[src/rtl/decoder_2to4_seq_if.sv]
// Request/response bundle for the sequenced 2-to-4 decoder.
// The master drives the code and enable; the slave returns the handshake and one-hot lines.
interface decoder_2to4_seq_if;
   logic       en;
   logic       in_valid;
   logic [1:0] A;
   logic       in_ready;
   logic [3:0] Y;
   logic       busy;
   logic       done;

   modport master (
      output en, in_valid, A,
      input  in_ready, Y, busy, done
   );

   modport slave (
      input  en, in_valid, A,
      output in_ready, Y, busy, done
   );
endinterface

[src/rtl/decoder_2to4_seq.sv]
// Registered 2-to-4 decoder with a valid/ready intake.
// Holds the one-hot line for HOLD_CYCLES cycles, then idles GAP_CYCLES cycles before the next accept.
module decoder_2to4_seq #(
   parameter int unsigned HOLD_CYCLES = 4,
   parameter int unsigned GAP_CYCLES  = 1,
   parameter int unsigned CW          = 8
) (
   input  logic              clk,
   input  logic              rst_n,
   decoder_2to4_seq_if.slave bus_io
);

   typedef enum logic [1:0] {StIdle, StHold, StGap} state_e;

   localparam logic [CW-1:0] HoldLoad = CW'(HOLD_CYCLES - 1);
   localparam logic [CW-1:0] GapLoad  = CW'((GAP_CYCLES > 0) ? GAP_CYCLES - 1 : 0);

   state_e        state_q;
   logic [CW-1:0] cnt_q;
   logic [3:0]    y_q;
   logic          done_q;
   logic          accept;

   assign bus_io.in_ready = (state_q == StIdle) & bus_io.en & rst_n;
   assign accept          = bus_io.in_valid & bus_io.in_ready;

   always_ff @(posedge clk or negedge rst_n) begin
      if (!rst_n) begin
         state_q <= StIdle;
         cnt_q   <= '0;
         y_q     <= '0;
         done_q  <= 1'b0;
      end else begin
         done_q <= 1'b0;
         case (state_q)
            StIdle: begin
               y_q <= '0;
               if (accept) begin
                  y_q     <= 4'b0001 << bus_io.A;
                  cnt_q   <= HoldLoad;
                  state_q <= StHold;
               end
            end
            StHold: begin
               // Dropping en aborts the hold and wins over a normal completion on the same edge.
               if (!bus_io.en || (cnt_q == '0)) begin
                  y_q    <= '0;
                  done_q <= bus_io.en;
                  if (GAP_CYCLES > 0) begin
                     cnt_q   <= GapLoad;
                     state_q <= StGap;
                  end else begin
                     state_q <= StIdle;
                  end
               end else begin
                  cnt_q <= cnt_q - CW'(1);
               end
            end
            StGap: begin
               y_q <= '0;
               if (cnt_q == '0) begin
                  state_q <= StIdle;
               end else begin
                  cnt_q <= cnt_q - CW'(1);
               end
            end
            default: begin
               y_q     <= '0;
               state_q <= StIdle;
            end
         endcase
      end
   end

   assign bus_io.Y    = y_q;
   assign bus_io.done = done_q;
   assign bus_io.busy = (state_q != StIdle);

endmodule

[src/flat_wrapper.sv]
// flat-port wrapper written by rule: the top's interface ports become plain ports
module decoder_2to4_seq_flat 
#(
   parameter int unsigned HOLD_CYCLES = 4,
   parameter int unsigned GAP_CYCLES  = 1,
   parameter int unsigned CW          = 8
)
  (clk, rst_n, bus_io_en, bus_io_in_valid, bus_io_A, bus_io_in_ready, bus_io_Y, bus_io_busy, bus_io_done);
  decoder_2to4_seq_if bus_io_i ();
  input  logic clk;
  input  logic rst_n;
  input wire logic [$bits(bus_io_i.en)-1:0] bus_io_en;
  input wire logic [$bits(bus_io_i.in_valid)-1:0] bus_io_in_valid;
  input wire logic [$bits(bus_io_i.A)-1:0] bus_io_A;
  output wire logic [$bits(bus_io_i.in_ready)-1:0] bus_io_in_ready;
  output wire logic [$bits(bus_io_i.Y)-1:0] bus_io_Y;
  output wire logic [$bits(bus_io_i.busy)-1:0] bus_io_busy;
  output wire logic [$bits(bus_io_i.done)-1:0] bus_io_done;
  assign bus_io_i.en = bus_io_en;
  assign bus_io_i.in_valid = bus_io_in_valid;
  assign bus_io_i.A = bus_io_A;
  assign bus_io_in_ready = bus_io_i.in_ready;
  assign bus_io_Y = bus_io_i.Y;
  assign bus_io_busy = bus_io_i.busy;
  assign bus_io_done = bus_io_i.done;
  decoder_2to4_seq #(.HOLD_CYCLES(HOLD_CYCLES), .GAP_CYCLES(GAP_CYCLES), .CW(CW)) u_core (.clk(clk), .rst_n(rst_n), .bus_io(bus_io_i));
endmodule
[config.mk]
export PLATFORM = sky130hd
export DESIGN_NAME = decoder_2to4_seq_flat
export DESIGN_NICKNAME = d
export VERILOG_FILES = /design/src/rtl/decoder_2to4_seq_if.sv /design/src/rtl/decoder_2to4_seq.sv /design/src/flat_wrapper.sv
export SDC_FILE = /design/constraint.sdc
export NUM_CORES = 1
export LEC_CHECK = 0
export BUFFER_PORTS_ARGS = -buffer_cell sky130_fd_sc_hd__buf_2
export CAP_MARGIN = 30
export CORE_ASPECT_RATIO = 0.7
export CORE_UTILIZATION = 50
export DETAILED_ROUTE_END_ITERATION = 7
export HOLD_SLACK_MARGIN = 0.05
export PLACE_DENSITY = 0.75
export SKIP_CTS_REPAIR_TIMING = 1
export SLEW_MARGIN = 20
export SYNTH_ARGS = -nofsm -noshare
export SYNTH_HDL_FRONTEND = slang
export SYNTH_SLANG_ARGS = --single-unit
[constraint.sdc]
create_clock -name clk -period 1.92 [get_ports clk]
set_input_delay 0.192 -clock clk [delete_from_list [all_inputs] [get_ports clk]]
set_output_delay 0.192 -clock clk [all_outputs]
set_load 0.03 [all_outputs]
==> results of run 1 <==
power breakdown:
group | internal [mW] | switching, mW | total, mW
Clock | 0.0775 | 0.107 | 0.185
Sequential | 0.426 | 0.135 | 0.561
Combinational | 0.476 | 0.657 | 1.13
Total | 0.979 | 0.899 | 1.88
how the worst min path moves through the flow:
| stage | endpoint | slack [ns] | depth (start not counted) |
|---|---|---|---|
| after global routing | u_core.bus_io.Y[2] | 0.08 | 2 |
| after detailed placement | u_core.bus_io.Y[2] | 0.19 | 2 |
| after global placement | u_core.bus_io.Y[2] | 0.19 | 2 |
| after floorplan | u_core.bus_io.Y[0] | -0.10 | 0 |
| final | u_core.bus_io.Y[2] | 0.09 | 2 |
| after CTS | u_core.bus_io.Y[2] | -0.13 | 2 |
logic make-up after synthesis:
family | after synthesis | share of synthesized area, %
flops | 15 | 39.1
simple gates | 29 | 20.1
buf+inv | 12 | 5.86
fa+ha+maj | 7 | 9.11
compound gates | 32 | 24.7
mux | 1 | 1.17
state kept, by name, indices dropped and copies added, names as in the netlist:
signal / count
u_core.bus_io.Y: 4
u_core.bus_io.done: 1
u_core.cnt_q: 8
u_core.state_q: 2
area by class of cell:
| class | instances | area [sq um] |
|---|---|---|
| fillers | 142 | 573 |
| well taps | 21 | 26.3 |
| flip-flops and latches | 15 | 375 |
| clock buffers | 3 | 22.5 |
| repair buffers | 19 | 115 |
| multi-input cells | 69 | 546 |
| clock inverters | 1 | 5.00 |
| inverters | 9 | 33.8 |
placed cells by master (no fill, tap or decap), drive strengths merged, types with 5 or more instances in the layout:
cell type,n
ha,7
dfrtp,15
nand2,6
buf,18
a22oi,5
inv,9
a21oi,6
o21ai,5
synth_stat cells (2+ instances only):
cell,n,area (sq um)
o21ai_2,2,17.5
nand2_1,6,22.5
nand4_1,2,12.5
a21oi_1,5,25.0
a22o_1,2,17.5
and3_1,2,12.5
or3_2,3,22.5
nand3_1,2,10.0
dfrtp_1,15,375
a31o_2,2,17.5
a31oi_1,2,12.5
nor3_1,2,10.0
o21ai_0,3,15.0
a22oi_1,5,37.5
inv_1,9,33.8
nor2_1,3,11.3
or4_1,3,22.5
ha_1,7,87.6
o31ai_1,3,22.5
metrics by stage:
step	setup TNS, ns	total power [mW]	utilization [%]	cell area (sq um)	cells
after floorplan	0	1.32	-	961	96
after global placement	0	1.56	62.2	1050	130
after detailed placement	0	1.60	62.2	1050	130
after CTS	0	1.79	63.8	1080	134
after global routing	-0.0191	2.03	66.2	1120	137
final	0	1.88	66.2	1120	137
per-layer routing:
metal	GRT usage, %	wire [um]
met5	0	0
met3	7.06	73
met2	36.3	948
met1	33.0	1050
met4	5.77	8
==> impl_metrics.yaml, run 1 <==
status:
  status: "finished clean"
critical_path:
  timing.rr.end: "u_core.state_q[0]"
  crit_start: "u_core.cnt_q[0]"
  critical-path-top-delay-family: "simple AND/OR/NAND/NOR gates"
  cp_data_required_time_ns: 2.09
  peak_per_stage_delay_on_the_critical_path_ns: 0.41
  crit_slowest_cell: "dfrtp_1"
  arrival_ns: 2.00
  critPathMaxFanout: 6
  crit_buf_inv: 1
  worst_setup_path_type: "reg -> reg"
  crit_cells: 6
  timing.critical_path.to: "u_core.state_q[0]"
  worstReg2RegStart: "u_core.cnt_q[0]"
  critical_path.startpoint_type: "flop"
  ff2ff_setup_slack_ns: 0.09
  worst_setup_path_end_kind: "flop"
  r2r_cells: 6
  cp_cell_sequence: "inv_1, ha_1, nor4b_4, and2_4, o21ai_0, mux2_2"
detailed_routing:
  drt-total-wl_um: 2080
  avgViaCountPerCell: 5.88
  wl_per_cell_um: 15.2
  firstDrtPassIters: 4
  num_vias: 806
  drt.antenna.violating_nets: 0
  route.detailed.drc: 0
  drtIter0Drc: 28
clocking:
  worst_skew_pair_latency_ns: 0.29
  cts_buffers: 3
  cell_chosen_for_the_clock_root: "clkbuf_4"
  clock_sinks: 15
  ctsHtreeMaxLevel: 1
  clk_pin_slew_worst_paths_ns: 0.10
  ctsLongestPathBuffers: 2
  tritoncts: "yes"
run:
  max_cap_violations: 0
place:
  io_buffer_count: 12
  gp_congestion: 0.816
  dpl_worst_slack_ns: 0.121
  dpl.hpwl_um: 1530
timing:
  rsz0062_at_grt: "true"
  timing.final.crit_share_pct: 95.1
  fin_crit_ns: 1.83
  final_clock_skew_ns: 0.0102
  finalHoldViolations: 0
  hold-worst-slack_ns: 0.0901
  worstMarginPinSlew_ns: 0.532
  setup_viol: 0
  finalMaxSlewViolations: 0
  normalized_max_slew_margin_pct: 64.3
  post_route_setup_slack_ns: 0.0943
  max_freq_ghz: 0.548
floorplan:
  initial_core_util_pct: 56.6
  core-area_sq_mm: 0.00170
  rows: 12
  total_die_area_sq_mm: 0.00210
  pin_count: 13
  die-width_um: 54.4
  die_height_um: 38.7
min_path:
  hold_class: "in -> reg"
  hp-start: "bus_io_A[0]"
global_routing:
  grt_first_pass_wirelength_um: 3400
  grt_start_max_net_pins: 17
  grt_use_total_pct: 23.9
  grt_overflow_total: 0
  number_of_antenna_violations_at_the_first_check_in_global_routing: 0
  grt_pass1_vias: 762
synth:
  dominantRegCellSynth: "dfrtp_1"
  synth-async-reset-ratio_pct: 100
  synth_area_per_cell_sq_um: 10.0
  synth.lib_cells_used.distinct: 37
  ys_seq_elements: 15
  synth_seq_area_share_pct: 39.1
  synthCells: 96
  syn_nets: 109
  synth_warn: 0
  synth_enable_flop_cells: 0
  netlist_area_sq_um: 961
cells_and_area:
  n_antenna_cell: 0
  syn2layout_area_growth_pct: 16.9
  drive_gt1_share_pct: 33.6
  final_net_count: 130
power:
  vdd_ir_drop_max_mv: 1.08
  powerDensity_mw_per_mm2: 1670
  power.static_leakage_nw: 0.538
Note: power is estimated with default switching activity, not from simulation.
==> run 2, diff against run 1 <==
- CELL_PAD_IN_SITES_DETAIL_PLACEMENT: unset -> 1
- CELL_PAD_IN_SITES_GLOBAL_PLACEMENT: unset -> 2
- CORE_UTILIZATION: 50 -> 35
- PLACE_DENSITY: 0.75 -> 0.81
==> run 2 against run 1 <==
Via count up 8.1%. Worst hold slack better by 0.057 ns. First-iteration DRC count up 7.1%. Routed wire length up 33%. Sequential cell count unchanged. Clock skew down 0.0086 ns. Total power up 15%. Cell count up 16%. Clock power up 39%. Critical endpoint is now u_core.cnt_q[7]. Highest routed layer is now met3.
==> impl_metrics.yaml, run 2 (synthesis results as in run 1) <==
min_path:
  end_point_of_the_most_critical_hold_path: "u_core.bus_io.Y[2]"
  hp-start: "bus_io_A[0]"
  holdPathStages: 2
  hold_class: "in -> reg"
critical_path:
  critical-path-top-delay-family: "compound AO/OA/AOI/OAI gates"
  critical_path.startpoint_type: "flop"
  worstReg2RegStart: "u_core.cnt_q[0]"
  arrival_ns: 2.07
  r2r_cells: 8
  crit_slowest_cell: "dfrtp_1"
  critPathMaxFanout: 6
  ff2ff_setup_slack_ns: 0.01
  peak_per_stage_delay_on_the_critical_path_ns: 0.43
  timing.rr.end: "u_core.cnt_q[7]"
  worst_setup_path_end_kind: "flop"
  cp_cell_sequence: "inv_2, ha_1, nor4b_4, buf_4, a211oi_1, buf_4, nand4_1, a22oi_1"
  critical_path.most_common_cell: "buf_4"
  worst_setup_path_type: "reg -> reg"
  crit_buf_inv: 3
  cp_data_required_time_ns: 2.08
timing:
  setup-tns-final_ns: 0
  finalMaxSlewViolations: 0
  setup_viol: 0
  hold-worst-slack_ns: 0.147
  worstMarginPinSlew_ns: 0.335
  normalized_max_slew_margin_pct: 77.5
  max_freq_ghz: 0.524
  timing.final.crit_share_pct: 99.4
  fin_crit_ns: 1.91
  finalHoldViolations: 0
  final_clock_skew_ns: 0.00161
clocking:
  cell_chosen_for_the_clock_root: "clkbuf_8"
  ctsHtreeMaxLevel: 1
  tritoncts: "yes"
  ctsLongestPathBuffers: 2
  clk_pin_slew_worst_paths_ns: 0.06
  cts_buffers: 3
  worst_skew_pair_latency_ns: 0.24
  clock_sinks: 15
power:
  vdd_ir_drop_max_mv: 0.636
  powerDensity_mw_per_mm2: 1750
  power.static_leakage_nw: 0.584
global_routing:
  globalRouteMet1Util_pct: 24.0
  top_usage_layer: "met2"
  routing_usage_on_met3_pct: 5.00
  number_of_antenna_violations_at_the_first_check_in_global_routing: 0
  grt_first_pass_wirelength_um: 3950
  grt_pass1_vias: 822
  grt_use_total_pct: 18.2
  grt_start_max_net_pins: 17
  grt.met2_usage_pct: 28.8
  grt_overflow_total: 0
cells_and_area:
  multi_input_comb_area_sq_um: 551
  mostFrequentLayoutCells: "buf_4 (15), dfrtp_1 (15), buf_2 (12), inv_1 (8), ha_1 (7)"
  final_net_count: 139
  flip_flop_count_of_the_largest_register_all_copies_and_words_added: 8
  drive_gt1_share_pct: 40.8
  utilization_pct: 48.6
  largest-register: "u_core.cnt_q"
  stdcell_count: 159
  seqCellArea_sq_um: 375
  n_antenna_cell: 0
  n_fill_cell: 300
  syn2layout_area_growth_pct: 28.1
run:
  max_cap_violations: 0
detailed_routing:
  avgViaCountPerCell: 5.48
  drt-total-wl_um: 2770
  num_vias: 871
  wl_per_cell_um: 17.4
  drt.antenna.violating_nets: 0
  drtIter0Drc: 30
  firstDrtPassIters: 4
  route.detailed.drc: 0
place:
  dp.cells: 145
  dpl.hpwl_um: 1860
  gp_congestion: 0.756
  io_buffer_count: 12
floorplan:
  die-width_um: 64.6
  rows: 15
  pin_count: 13
  core-area_sq_mm: 0.00253
  die_height_um: 45.8
  total_die_area_sq_mm: 0.00296
  initial_core_util_pct: 37.9
status:
  status: "finished clean"
run 2: routing by layer:
metal | wire length, um | vias to the layer above
li1 | - | 419
met1 | 1310 | 436
met2 | 1380 | 16
met3 | 85 | 0
met4 | 0 | 0
met5 | 0 | -
run 2: how the worst max path moves through the flow:
stage,start,to,slack (ns),cells after the start
global route,u_core.cnt_q[0],u_core.cnt_q[7],-0.09,8
global placement,u_core.cnt_q[0],u_core.bus_io.Y[2],0.14,6
finish,u_core.cnt_q[0],u_core.cnt_q[7],0.01,8
floorplan,u_core.state_q[0],u_core.bus_io.Y[2],0.16,6
CTS,u_core.cnt_q[0],u_core.bus_io.Y[2],-0.01,6
detailed placement,u_core.cnt_q[0],u_core.bus_io.Y[2],0.03,6
run 2: area by class of cell:
class	count	share of cell area, %
clock buffers	3	3.35
flip-flops and latches	15	30.5
multi-input cells	69	44.7
repair buffers	28	14.8
inverters	9	2.74
clock inverters	1	0.407
well taps	34	3.46
run 2: through the flow:
stage | power, mW | setup WS, ns | cell area [sq um]
floorplan | 1.32 | 0.159 | 961
global placement | 1.64 | 0.140 | 1090
detailed placement | 1.69 | 0.0324 | 1090
CTS | 1.97 | -0.0113 | 1130
global route | 2.29 | -0.0881 | 1230
finish | 2.15 | 0.0122 | 1230
run 2: power by group:
part / total, mW / internal, mW / switching (mW)
logic: 1.33 / 0.583 / 0.746
registers: 0.565 / 0.427 / 0.137
clock network: 0.258 / 0.144 / 0.115
